## config.mk

```make
export PLATFORM = sky130hd
export DESIGN_NAME = amp_startup_seq_flat
export DESIGN_NICKNAME = d
export VERILOG_FILES = /design/src/rtl/amp_seq_if.sv /design/src/rtl/amp_startup_seq.sv /design/src/flat_wrapper.sv
export SDC_FILE = /design/constraint.sdc
export NUM_CORES = 1
export LEC_CHECK = 0
export ABC_CLOCK_PERIOD_IN_PS = 2300
export CAP_MARGIN = 10
export CORE_MARGIN = 10
export CORE_UTILIZATION = 30
export CTS_BUF_LIST = sky130_fd_sc_hd__clkbuf_4 sky130_fd_sc_hd__clkbuf_8
export DETAILED_ROUTE_END_ITERATION = 16
export SYNTH_ARGS = -nofsm -noshare
export SYNTH_HDL_FRONTEND = slang
export SYNTH_SLANG_ARGS = --single-unit
```

## constraint.sdc

```tcl
create_clock -name clk -period 2.3 [get_ports clk]
set_input_delay 0.23 -clock clk [delete_from_list [all_inputs] [get_ports clk]]
set_output_delay 0.23 -clock clk [all_outputs]
set_load 0.1 [all_outputs]
```

## src/rtl/amp_seq_if.sv

```systemverilog
// Sequencer-side bundle: sample strobe, EQ status, volume target and mute request in;
// CODEC reset, amp enable, volume and run status out.
interface amp_seq_if;
    logic        valid;
    logic        sequencing;
    logic [12:0] volume_in;
    logic        mute_req;
    logic        codec_rst_n;
    logic        amp_on;
    logic [12:0] vol_out;
    logic        running;

    modport master (
        output valid, sequencing, volume_in, mute_req,
        input  codec_rst_n, amp_on, vol_out, running
    );

    modport slave (
        input  valid, sequencing, volume_in, mute_req,
        output codec_rst_n, amp_on, vol_out, running
    );
endinterface

```

## src/rtl/amp_startup_seq.sv

```systemverilog
// Power-up/down sequencer: CODEC reset hold, EQ fill wait, amp warm-up, pop-free volume ramp.
// Build option SOFT_RAMP_EN: ramp/mute in RAMP_STEP increments; otherwise volume jumps.
module amp_startup_seq #(
    parameter int RST_CYC      = 1024,
    parameter int SETTLE_SMPLS = 8,
    parameter int AMP_DLY      = 64,
    parameter int RAMP_STEP    = 16
) (
    input logic    clk,
    input logic    rst_n,
    amp_seq_if.slave bus
);

    localparam int CMAX = (RST_CYC > AMP_DLY)
                        ? ((RST_CYC > SETTLE_SMPLS) ? RST_CYC : SETTLE_SMPLS)
                        : ((AMP_DLY > SETTLE_SMPLS) ? AMP_DLY : SETTLE_SMPLS);
    localparam int CW = $clog2(CMAX + 1);

    typedef enum logic [2:0] {
        RST_HOLD,
        WAIT_FILL,
        AMP_WARM,
        RAMP_UP,
        RUN,
        MUTE
    } state_t;

    state_t        state_q, state_d;
    logic [CW-1:0] cnt_q, cnt_d, cnt_inc;
    logic [12:0]   vol_q, vol_d;
    logic          codec_q, amp_q, run_q;
    logic [13:0]   up_sum;
    logic [12:0]   up_vol, dn_vol;

    // Ramp arithmetic: widened add so a target near full scale cannot wrap
    always_comb begin
        up_sum  = {1'b0, vol_q} + 14'(RAMP_STEP);
        cnt_inc = cnt_q + CW'(1);
`ifdef SOFT_RAMP_EN
        up_vol  = (up_sum > {1'b0, bus.volume_in}) ? bus.volume_in : up_sum[12:0];
        dn_vol  = (vol_q >= 13'(RAMP_STEP)) ? vol_q - 13'(RAMP_STEP) : 13'd0;
`else
        up_vol  = bus.volume_in;
        dn_vol  = 13'd0;
`endif
    end

    // Next-state and next volume/count; losing sequencing overrides everything
    always_comb begin
        state_d = state_q;
        cnt_d   = cnt_q;
        vol_d   = vol_q;
        unique case (state_q)
            RST_HOLD: begin
                if (cnt_q == CW'(RST_CYC - 1)) begin
                    state_d = WAIT_FILL;
                    cnt_d   = '0;
                end else begin
                    cnt_d = cnt_inc;
                end
            end
            WAIT_FILL: begin
                vol_d = '0;
                if (!bus.sequencing) begin
                    cnt_d = '0;
                end else if (bus.valid) begin
                    if (cnt_inc == CW'(SETTLE_SMPLS)) begin
                        state_d = AMP_WARM;
                        cnt_d   = '0;
                    end else begin
                        cnt_d = cnt_inc;
                    end
                end
            end
            AMP_WARM: begin
                vol_d = '0;
                if (!bus.sequencing) begin
                    state_d = WAIT_FILL;
                    cnt_d   = '0;
                end else if (bus.valid) begin
                    if (cnt_inc == CW'(AMP_DLY)) begin
                        state_d = RAMP_UP;
                        cnt_d   = '0;
                    end else begin
                        cnt_d = cnt_inc;
                    end
                end
            end
            RAMP_UP: begin
                if (!bus.sequencing) begin
                    state_d = WAIT_FILL;
                    cnt_d   = '0;
                    vol_d   = '0;
                end else if (bus.mute_req) begin
                    state_d = MUTE;
                end else if (bus.valid) begin
                    vol_d = up_vol;
                    if (up_vol == bus.volume_in) begin
                        state_d = RUN;
                    end
                end
            end
            RUN: begin
                if (!bus.sequencing) begin
                    state_d = WAIT_FILL;
                    cnt_d   = '0;
                    vol_d   = '0;
                end else if (bus.mute_req) begin
                    state_d = MUTE;
                end else begin
                    vol_d = bus.volume_in;
                end
            end
            MUTE: begin
                if (!bus.sequencing) begin
                    state_d = WAIT_FILL;
                    cnt_d   = '0;
                    vol_d   = '0;
                end else begin
                    if (bus.valid) begin
                        vol_d = dn_vol;
                    end
                    if (vol_d == 13'd0 && !bus.mute_req) begin
                        state_d = RAMP_UP;
                    end
                end
            end
            default: begin
                state_d = RST_HOLD;
                cnt_d   = '0;
                vol_d   = '0;
            end
        endcase
    end

    // State, counters and registered outputs
    always_ff @(posedge clk or negedge rst_n) begin
        if (!rst_n) begin
            state_q <= RST_HOLD;
            cnt_q   <= '0;
            vol_q   <= '0;
            codec_q <= 1'b0;
            amp_q   <= 1'b0;
            run_q   <= 1'b0;
        end else begin
            state_q <= state_d;
            cnt_q   <= cnt_d;
            vol_q   <= vol_d;
            codec_q <= (state_d != RST_HOLD);
            amp_q   <= (state_d == AMP_WARM) || (state_d == RAMP_UP)
                    || (state_d == RUN) || (state_d == MUTE);
            run_q   <= (state_d == RUN);
        end
    end

    assign bus.codec_rst_n = codec_q;
    assign bus.amp_on      = amp_q;
    assign bus.vol_out     = vol_q;
    assign bus.running     = run_q;

endmodule

```

## src/flat_wrapper.sv

```systemverilog
// flat-port wrapper written by rule: the top's interface ports become plain ports
module amp_startup_seq_flat 
#(
    parameter int RST_CYC      = 1024,
    parameter int SETTLE_SMPLS = 8,
    parameter int AMP_DLY      = 64,
    parameter int RAMP_STEP    = 16
)
  (clk, rst_n, bus_valid, bus_sequencing, bus_volume_in, bus_mute_req, bus_codec_rst_n, bus_amp_on, bus_vol_out, bus_running);
  amp_seq_if bus_i ();
  input logic clk;
  input logic rst_n;
  input wire logic [$bits(bus_i.valid)-1:0] bus_valid;
  input wire logic [$bits(bus_i.sequencing)-1:0] bus_sequencing;
  input wire logic [$bits(bus_i.volume_in)-1:0] bus_volume_in;
  input wire logic [$bits(bus_i.mute_req)-1:0] bus_mute_req;
  output wire logic [$bits(bus_i.codec_rst_n)-1:0] bus_codec_rst_n;
  output wire logic [$bits(bus_i.amp_on)-1:0] bus_amp_on;
  output wire logic [$bits(bus_i.vol_out)-1:0] bus_vol_out;
  output wire logic [$bits(bus_i.running)-1:0] bus_running;
  assign bus_i.valid = bus_valid;
  assign bus_i.sequencing = bus_sequencing;
  assign bus_i.volume_in = bus_volume_in;
  assign bus_i.mute_req = bus_mute_req;
  assign bus_codec_rst_n = bus_i.codec_rst_n;
  assign bus_amp_on = bus_i.amp_on;
  assign bus_vol_out = bus_i.vol_out;
  assign bus_running = bus_i.running;
  amp_startup_seq #(.RST_CYC(RST_CYC), .SETTLE_SMPLS(SETTLE_SMPLS), .AMP_DLY(AMP_DLY), .RAMP_STEP(RAMP_STEP)) u_core (.clk(clk), .rst_n(rst_n), .bus(bus_i));
endmodule
```

Word level (Yosys, flattened, before mapping):

Cells that the tools add are included.

* add/subtract/negate cells: 1
* equal/unequal tests: 18
* multiplexer cells: 34
* bitwise gates (word level): 1
* reductions and logical operators: 11

Operators by type and width (count)
* $mux 13: 9
* $mux 11: 8
* $pmux 13 s4: 1
* $pmux 11 s4: 1
* $mux 3: 14
* $pmux 3 s6: 1
* $ne 3x3->1 const B: 5
* $logic_not 13->1: 1
* $eq 3x2->1 const B: 4
* $eq 3x3->1 const B: 4
* $add 11x1->11 const B: 1
* $eq 11x10->1 const B: 1
* $eq 11x4->1 const B: 1
* $eq 11x7->1 const B: 1
* $reduce_and 4->1: 1
* $eq 3x1->1 const B: 1
* $logic_not 3->1: 1
* $logic_or 1x1->1: 3
* $reduce_and 3->1: 1
* $reduce_bool 3->1: 1
* $reduce_or 3->1: 1
* $ne 2x2->1 const B: 1
* $logic_and 1x1->1: 1
* $logic_not 1->1: 1
* $not 1->1: 1

* bits in registers: 30
* input bits: 18
* output and inout bits: 16
* word-level logic and storage cells: 71

Logic depth before layout (Yosys ltp):

Gate-level depths: netlist of the first run.

* word-level depth: 12
* gate-level depth with buffers: 9

Worst setup path after synthesis of the first run:

No wires, ideal clock.

* path type: register to register
* start: reg u_core.cnt_q[0]
* end: reg u_core.codec_q, in the netlist u_core.bus.codec_rst_n
* data arrival time: 2.146 ns
* data required time: 2.176 ns
* path slack: 0.029 ns
* stages on the path, launching flop included: 9
* period minus slack after synthesis: 2.271 ns
* path through: dfrtp_1 ha_1 nand3_1 or4b_1 a211o_1 a21oi_4 a311o_2 nand3_2 or2_1

* longest elaborated chain between the ends: 7
* elaborated cells between the ends (all ways): 13
* those cells by class: add/sub: 1; eq/ne: 3; mux: 8; reduce/logical: 1

RTL lines
* from (decl): line amp_startup_seq.sv:29 `logic [CW-1:0] cnt_q, cnt_d, cnt_inc;`
* from (signal assigned): line amp_startup_seq.sv:147 `cnt_q <= cnt_d;`
* $add 11x1->11: line amp_startup_seq.sv:38 `cnt_inc = cnt_q + CW'(1);`
* $eq 11x7->1 or $eq 11x4->1 (tied branches): line amp_startup_seq.sv:81, amp_startup_seq.sv:67
* $mux 3, on equally long branches: line amp_startup_seq.sv:81, amp_startup_seq.sv:67
* $mux 3, on equally long branches: line amp_startup_seq.sv:80, amp_startup_seq.sv:66
* $mux 3, on equally long branches: line amp_startup_seq.sv:77, amp_startup_seq.sv:64
* $pmux 3 s6 *: line amp_startup_seq.sv:53 `unique case (state_q)`
* named net u_core.state_d[0]: line amp_startup_seq.sv:28 `state_t state_q, state_d;`
* $reduce_bool 3->1 *: line amp_startup_seq.sv:149 `codec_q <= (state_d != RST_HOLD);`
* to (signal assigned): line amp_startup_seq.sv:149
* to (decl): line amp_startup_seq.sv:31 `logic codec_q, amp_q, run_q;`

The timed path passes the listed nets; every way through them passes the cells marked *.
A chain may end at the register's enable or synchronous reset.

Final worst setup path of the first run:

* start: reg u_core.cnt_q[1]
* end: reg u_core.codec_q, in the netlist u_core.bus.codec_rst_n

Same word-level chain as after synthesis.

==> summary.md, run 1 <==
| Metric | Value |
|---|---|
| Outcome | `complete, no violations` |
| Clock Tree Buf Depth | `2` |
| Period Utilization, post-route | `0.995` |
| Fin nets | `283` |
| DPL Wire Length | `about 3700 um` |
| Max IR drop VDD | `around 0.00032 V` |
| Reg2reg end | `u_core.bus.codec_rst_n` |
| CP Buf/Inv Count | `0` |
| CP Class | `reg2reg` |
| Mapped cell area | `about 1800 um^2` |
| First-pass GRT wire length | `8650 um` |
| Die X-Extent | `98.3 um` |
| Top cell type's share of synthesized area | `0.408` |
| Yosys Warn Count | `0` |
| Final non-filler cell total | `340` |
| Setup_tns | `0 ps` |
| Reg clk slew, reported paths | `70 ps` |
| Syn avg cell area | `between 8 and 9 um^2` |
| Main synth FF type | `dfrtp_1` |
| Commonest non-fill, non-tap cell in the layout | `buf_4` |
| Fillers | `roughly 590` |
| Largest incremental delay on the critical path | `roughly 460 ps` |
| Slowest CP cell | `or4b_1` |
| Synth cell types | `51` |
| WL per Instance | `around 15 um` |
| Synthesized flop and latch total | `30` |
| Worst Hold Class | `in2async` |
| Total track usage | `0.106` |
| Gpl congestion | `approximately 0.85` |
| Startpoint Class | `register` |
| Comb power frac | `0.097` |
| Slew Viols, Final | `0` |
| DRC | `0` |
| Layout area overhead | `34.2%` |
| Total power | `1.15 mW` |
| Largest cells by area after synthesis | `dfrtp_1 41%, o21ai_0 6.5%, nand2_1 5.5%, a22oi_1 5.3%, nor2_1 3.5%` |
| Leak | `1.04 nW` |
| Number of port buffers | `33` |
| Cell Int Power | `a little under 0.9 mW` |
| Worst-path cell chain | `ha_2 > nand3_2 > or4b_1 > a211o_1 > a21oi_4 > a311o_2 > nand3_2 > or2_1` |
| Critical Path Fanout Max | `6` |
| RR Startpoint | `u_core.cnt_q[1]` |
| Initial DRC Count | `a little over 90` |
| Top cell type by total area after synthesis | `dfrtp_1` |
| Num CTS Buffers | `5` |
| Total gr overflow | `0` |
| Final Hold Fails | `0` |
| Fraction of layout cells with a size suffix above 1 | `0.245` |
| Sw frac | `0.226` |
| Vias in the first global route | `between 1500 and 2000` |
| Max Cap Violations | `0` |
| Initial DRT Pass Iterations | `4` |
| Clk pwr share | `0.434` |
| Number of synthesized flops with an enable pin | `0` |
| Num rows | `28` |
| Post-route antenna net violation count | `0` |
| CP Data Required Time | `around 2500 ps` |
| CTS sink cnt | `30` |
| Sw power | `roughly 0.26 mW` |
| Diodes inserted | `0` |
| Ports | `34` |
| Drt total wl | `5150 um` |
| Relative slew slack | `0.402` |
| Vias | `1793` |
| Post-Syn Nets | `between 200 and 250` |
| Htree depth | `2` |
| Most frequent cells in the layout | `40 x buf_4, 30 x dfrtp_1, 27 x nand2_1` |
| Die Footprint | `9660 um^2` |
| Register Area | `751 um^2` |
| Unrepaired setup endpoints after global routing | `yes` |
| Multi-input gate area | `1020 um^2` |
| Largest net degree at the start of global routing | `31` |
| Chip height | `roughly 100 um` |
| Crit. End Element | `register` |
| Crit path time final | `between 2000 and 2500 ps` |
| Least-Margin Pin Slew | `893 ps` |
| R2R cell count | `8` |
| Max frequency | `437 MHz` |
| Starting density of the core | `0.311` |
| CP most frequent cell | `nand3_2` |
| Flop pwr share | `0.469` |
| Post-Place Cells | `330` |
| Reg2reg setup slack | `10 ps` |
| Largest delay share family, worst path | `simple AND/OR/NAND/NOR gates` |
| Worst EP arrival | `2450 ps` |
| Pre-CTS setup slack | `around 27 ps` |
| Core ar. | `5920 um^2` |
| Initial antenna violation count | `0` |
| CTS tree | `done` |
| Total power divided by cell area | `466 nW/um^2` |
| DR vias/cell | `5.27` |
| Post-synth ARST share | `1.00` |
| Worst skew pair latency | `about 280 ps` |
| Seq/Total Area, Yosys | `0.408` |
| CTS root buf | `clkbuf_8` |
| Final setup violation count | `0` |
| Final setup margin | `10.8 ps` |
| Gate count of the mapped netlist | `212` |
| Clock skew | `5.87 ps` |
| Cts hold-fix bufs | `0` |
## how the worst max path moves through the flow
stage,startpoint,end,slack (ps),depth (start not counted)
2_1_floorplan,u_core.cnt_q[0],u_core.bus.codec_rst_n,30,8
3_3_place_gp,u_core.cnt_q[0],u_core.cnt_q[2],40,7
3_5_place_dp,u_core.cnt_q[1],u_core.cnt_q[2],30,8
4_1_cts,u_core.cnt_q[1],u_core.cnt_q[4],3,8
5_1_grt,u_core.cnt_q[1],u_core.cnt_q[4],-120,8
6_report,u_core.cnt_q[1],u_core.bus.codec_rst_n,10,8
## per-layer routing
layer	global-route usage	vias to the layer above	wire length (um)
met4	0.0397	0	81
met3	0.0233	6	198
met1	0.139	859	2430
met2	0.164	36	2440
li1	-	892	-
met5	0	-	0
## cell type report
class	count	share of cell area
tap	75	0.0380
multi-input combinational	164	0.414
clock buffer	8	0.0446
sequential	30	0.304
inverter	6	0.00912
timing repair buffer	57	0.191
## kinds of logic (layout without fill, tap and decap cells)
group / count (synthesis) / in the layout / share of synthesized area
AOI/OAI and AO/OA: 78 / 78 / 0.288
xor gates and xnor gates: 6 / 6 / 0.0286
adders and majority gates: 1 / 1 / 0.00680
buffers and inverters: 18 / 71 / 0.0510
DFF: 30 / 30 / 0.408
and+or+nand+nor: 79 / 79 / 0.217
## repair_timing
action,in CTS,in global routing
setup buffers,0,2
setup endpoints to repair,0,9
gates resized for setup,0,7
## through the flow
stage	area [um^2]	hold slack, ps	utilization
after floorplan	1840	-65.6	-
after global placement	2320	517	0.391
after detailed placement	2320	531	0.391
after CTS	2430	365	0.410
after global routing	2470	392	0.417
final	2470	353	0.417
## power by group through the flow
stage	registers, mW	logic, mW	clock network, mW
3_3_place_gp	0.549	0.109	0
2_1_floorplan	0.551	0.0417	0
3_5_place_dp	0.549	0.110	0
6_report	0.540	0.112	0.499
5_1_grt	0.541	0.123	0.535
4_1_cts	0.540	0.111	0.512
## cell usage after synthesis (3+ instances only)
master and instances:
dfrtp_1 30, a31oi_1 3, o21ai_0 24, nand3_1 4, nor3_1 8, nand2b_1 4
nor4_1 4, a21oi_1 10, xnor2_1 4, nor2_1 17, nand2_1 27, inv_1 6
a22oi_1 13, clkbuf_1 8, o31ai_1 3
## state kept, by name, indices dropped and copies added, names as in the netlist
name                    cells
u_core.bus.running          1
u_core.bus.amp_on           1
u_core.cnt_q               11
u_core.state_q              3
u_core.bus.codec_rst_n      1
u_core.bus.vol_out         13
No activity file was read; power rests on OpenSTA's default activity.
==> run 2: changes to the inputs <==
Settings changed: ABC_CLOCK_PERIOD_IN_PS 2300 to 1900, GPL_TIMING_DRIVEN set to 0, SKIP_CTS_REPAIR_TIMING set to 1.
Clock period 2.3 ns to 1.9 ns, I/O delays scaled along.
==> summary.md, run 2 (synthesis results as in run 1) <==
| Metric | Value |
|---|---|
| Max FFs per register | `13` |
| Comb power frac | `0.101` |
| Final Hold Fails | `30` |
| Post-Place Cells | `roughly 320` |
| Worst-path cell chain | `and3_4 > or4b_1 > a211o_1 > a21oi_4 > a311o_2 > nand3_2 > or2_1` |
| Layout area overhead | `40.6%` |
| Vias | `around 1800` |
| Outcome | `finished, violations left` |
| Gpl congestion | `roughly 0.83` |
| Largest net degree at the start of global routing | `31` |
| Die Footprint | `9660 um^2` |
| Leak | `1.25 nW` |
| Slew Viols, Final | `0` |
| Worst EP arrival | `2550 ps` |
| Crit path time final | `around 2400 ps` |
| Crit. End Element | `register` |
| Total power divided by cell area | `521 nW/um^2` |
| Initial antenna violation count | `0` |
| First-pass GRT wire length | `8460 um` |
| Slowest CP cell | `or4b_1` |
| CTS sink cnt | `30` |
| Reg clk slew, reported paths | `about 70 ps` |
| Worst Hold Class | `in2async` |
| Total track usage | `0.102` |
| Initial DRC Count | `171` |
| Largest incremental delay on the critical path | `510 ps` |
| Failing checks | `negative hold slack, negative setup slack` |
| Post-route antenna net violation count | `0` |
| Commonest non-fill, non-tap cell in the layout | `nand2_1` |
| CTS tree | `done` |
| Largest delay share family, worst path | `simple AND/OR/NAND/NOR gates` |
| Relative slew slack | `0.328` |
| Final setup margin | `-480 ps` |
| Least-Margin Pin Slew | `1010 ps` |
| Worst skew pair latency | `between 200 and 300 ps` |
| Clock Tree Buf Depth | `2` |
| Fin nets | `278` |
| Clock skew | `4.81 ps` |
| Final setup violation count | `14` |
| Startpoint Class | `register` |
| Flop pwr share | `0.490` |
| Die X-Extent | `~98 um` |
| Chip height | `98.3 um` |
| Placed Area | `2300 um^2` |
| Final instance area | `approximately 2600 um^2` |
| Max frequency | `420 MHz` |
| Final non-filler cell total | `335` |
| Starting density of the core | `0.311` |
| Initial DRT Pass Iterations | `5` |
| Htree depth | `2` |
| Number of port buffers | `32` |
| Period Utilization, post-route | `1.25` |
| DPL Wire Length | `around 3600 um` |
| Num CTS Buffers | `5` |
| CP Buf/Inv Count | `0` |
| Unrepaired setup endpoints after global routing | `yes` |
| Hold slack | `-66.8 ps` |
| Diodes inserted | `0` |
| CP Data Required Time | `2070 ps` |
| Most frequent cells in the layout | `27 x nand2_1, 22 x o21ai_0, 19 x dfrtp_1` |
| DR vias/cell | `5.32` |
| Critical Path Fanout Max | `6` |
| Max IR drop VDD | `0.000229 V` |
| Num rows | `28` |
| Fraction of layout cells with a size suffix above 1 | `0.254` |
| DRC | `0` |
| Ports | `34` |
| Sw power | `~0.34 mW` |
| Max Cap Violations | `0` |
| Drt total wl | `slightly above 5000 um` |
| Sw frac | `0.254` |
| CP Class | `reg2reg` |
| CTS root buf | `clkbuf_8` |
| Total gr overflow | `0` |
| WL per Instance | `15.3 um` |
| Clk pwr share | `0.409` |
| Cell Int Power | `1.01 mW` |
| Vias in the first global route | `between 1500 and 2000` |
| Core ar. | `5920 um^2` |
-- run 2: cell count changes in the layout (fill, tap and decap cells not counted), sizes merged --
cell / change
clkinv: +1
clkdlybuf4s50: -2
clkinvlp: +1
clkbuf: +6
dlymetal6s2s: +16
buf: -27
-- run 2: final timing paths --
kind	start	endpoint	slack, ps	cells past startpoint
worst min register to register	u_core.bus.vol_out[2]	u_core.bus.vol_out[2]	520	2
min in group clk	bus_valid	u_core.state_q[1]	300	3
worst max-delay path	u_core.cnt_q[0]	u_core.bus.codec_rst_n	-480	7
worst min-delay path	rst_n	u_core.cnt_q[7]	-70	1
max in group asynchronous	rst_n	u_core.bus.vol_out[9]	1470	1
worst max register to register	u_core.cnt_q[0]	u_core.bus.codec_rst_n	-480	7
-- run 2: per-stage QoR --
stage / hold slack, ps / TNS (ps) / total power, mW / utilization / setup WS, ps
3_5_place_dp: 289 / -10760 / 0.795 / 0.388 / -502
6_report: -66.8 / -5430 / 1.35 / 0.437 / -480
3_3_place_gp: 506 / -10880 / 0.793 / 0.389 / -498
4_1_cts: -23.0 / -11800 / 1.35 / 0.404 / -548
2_1_floorplan: -106 / -2480 / 0.728 / - / -316
5_1_grt: 12.6 / -7180 / 1.40 / 0.437 / -563
-- run 2: layout make-up --
cell class | count | area, um^2
fillers | 556 | 3330
multi-input cells | 164 | 1110
flip-flops and latches | 30 | 764
repair buffers | 40 | 415
well taps | 75 | 93.8
plain buffers | 12 | 86.3
clock buffers | 6 | 82.6
inverters | 6 | 22.5
clock inverters | 2 | 12.5
-- run 2: power groups by stage --
stage	Combinational, mW	Clock, mW	Sequential (mW)
final	0.136	0.551	0.661
after CTS	0.120	0.567	0.662
after floorplan	0.0560	0	0.672
after global routing	0.151	0.586	0.661
after global placement	0.119	0	0.674
after detailed placement	0.120	0	0.675
-- run 2: metal layers --
| metal | share of wire | GRT usage | wire length, um |
|---|---|---|---|
| met1 | 0.46 | 0.137 | 2340 |
| met2 | 0.49 | 0.157 | 2500 |
| met3 | 0.038 | 0.0211 | 195 |
| met4 | 0.014 | 0.0364 | 73 |
| met5 | 0 | 0 | 0 |
==> run 3: changes to the inputs <==
Settings changed: ABC_CLOCK_PERIOD_IN_PS 1900 to unset, GPL_TIMING_DRIVEN 0 to unset.
==> summary.md, run 3 (synthesis results as in run 1) <==
| Metric | Value |
|---|---|
| Post-route antenna net violation count | `0` |
| Fin nets | `302` |
| Worst Hold Class | `in2async` |
| Max FFs per register | `13` |
| Starting density of the core | `0.311` |
| Failing checks | `negative setup slack` |
| Drt total wl | `roughly 5600 um` |
| Total power | `1.38 mW` |
| Reg2reg end | `u_core.cnt_q[4]` |
| Least-Margin Pin Slew | `449 ps` |
| Initial DRT Pass Iterations | `5` |
| CP Launch Point | `u_core.cnt_q[0]` |
| Commonest non-fill, non-tap cell in the layout | `buf_4` |
| Unrepaired setup endpoints after global routing | `yes` |
| Hold slack | `around 290 ps` |
| Core ar. | `5920 um^2` |
| CTS sink cnt | `30` |
| Die Footprint | `9660 um^2` |
| Num CTS Buffers | `5` |
| Final Hold Fails | `0` |
| CP Class | `reg2reg` |
| Initial DRC Count | `95` |
| Leak | `1.13 nW` |
| CP Data Required Time | `between 2000 and 2500 ps` |
| Final setup violation count | `13` |
| Most frequent cells in the layout | `57 x buf_4, 27 x nand2_1, 23 x dfrtp_1` |
| Die X-Extent | `98.3 um` |
| Reg clk slew, reported paths | `about 70 ps` |
| Vias in the first global route | `between 1500 and 2000` |
| Gpl congestion | `0.850` |
| R2R cell count | `7` |
| Largest incremental delay on the critical path | `510 ps` |
| Total gr overflow | `0` |
| Startpoint Class | `register` |
| Number of port buffers | `33` |
| Max frequency | `approximately 430 MHz` |
| Fraction of layout cells with a size suffix above 1 | `0.345` |
| Worst EP arrival | `around 2500 ps` |
| DR vias/cell | `5.20` |
| Total track usage | `0.111` |
| DRC | `0` |
| Max IR drop VDD | `0.000209 V` |
| Largest net degree at the start of global routing | `31` |
| Pre-CTS setup slack | `-403 ps` |
| Diodes inserted | `0` |
| Worst setup path endpoint | `u_core.cnt_q[4]` |
| Final setup margin | `-428 ps` |
| Period Utilization, post-route | `1.23` |
| Htree depth | `2` |
| Post-Place Cells | `347` |
| Crit. End Element | `register` |
| Chip height | `between 90 and 100 um` |
| Vias | `~1900` |
| Slowest CP cell | `or4b_1` |
| CTS tree | `done` |
| Slew Viols, Final | `0` |
| CTS root buf | `clkbuf_8` |
| Clock Tree Buf Depth | `2` |
| WL per Instance | `15.6 um` |
| RR Startpoint | `u_core.cnt_q[0]` |
| Max Cap Violations | `0` |
| Num rows | `28` |
| Crit path time final | `2330 ps` |
| Ports | `34` |
| Worst skew pair latency | `290 ps` |
| First-pass GRT wire length | `8940 um` |
| Total power divided by cell area | `~510 nW/um^2` |
| Critical Path Fanout Max | `6` |
| Layout area overhead | `48.0%` |
| DPL Wire Length | `3990 um` |
| Clock skew | `6.84 ps` |
| Final non-filler cell total | `359` |
| Outcome | `finished, violations left` |
| Relative slew slack | `0.701` |
| Reg2reg setup slack | `-430 ps` |
| Worst-path cell chain | `and3_4 > or4b_1 > a211o_1 > a21oi_4 > a31oi_4 > nor3_4 > nor3_2` |
| Initial antenna violation count | `0` |
-- run 3: layer usage --
metal,GRT usage,share of wire,vias to the layer above
li1,-,-,922
met1,0.142,0.44,888
met2,0.171,0.49,50
met3,0.0268,0.050,7
met4,0.0496,0.020,0
met5,0,0,-
-- run 3: where the power goes --
group / total [mW] / switching [mW] / internal (mW)
sequential: 0.658 / 0.0100 / 0.648
clock: 0.560 / 0.269 / 0.291
combinational: 0.162 / 0.0790 / 0.0834
total: 1.38 / 0.358 / 1.02
-- run 3: metrics by stage --
| step | TNS (ps) | instance area, um^2 | utilization |
|---|---|---|---|
| 6_report | -4850 | 2720 | 0.460 |
| 5_1_grt | -6460 | 2720 | 0.460 |
| 4_1_cts | -4640 | 2590 | 0.437 |
| 3_5_place_dp | -4340 | 2490 | 0.421 |
| 3_3_place_gp | -3710 | 2490 | 0.421 |
| 2_1_floorplan | -2480 | 1890 | - |
-- run 3: area by class of cell --
type                            count  area [um^2]
Fill cell                         537         3200
Multi-Input combinational cell    164         1130
Sequential cell                    30          759
Timing Repair Buffer               76          621
Tap cell                           75         93.8
Clock buffer                        6         82.6
Inverter                            6         22.5
Clock inverter                      2         12.5
-- run 3: how the worst min path moves through the flow --
stage	cells after the start	from	slack, ps	endpoint
after floorplan	0	rst_n	-110	u_core.bus.amp_on
after global placement	2	u_core.bus.vol_out[2]	510	u_core.bus.vol_out[2]
after detailed placement	2	u_core.bus.vol_out[2]	520	u_core.bus.vol_out[2]
after CTS	2	rst_n	310	u_core.cnt_q[4]
after global routing	2	rst_n	340	u_core.cnt_q[7]
final	2	rst_n	290	u_core.cnt_q[7]
-- run 3: worst max-delay path, delay by kind of cell, from the launching register on --
family | cells | cell delay (ps)
simple gates | 4 | 1060
flops | 1 | 420
compound gates | 3 | 740
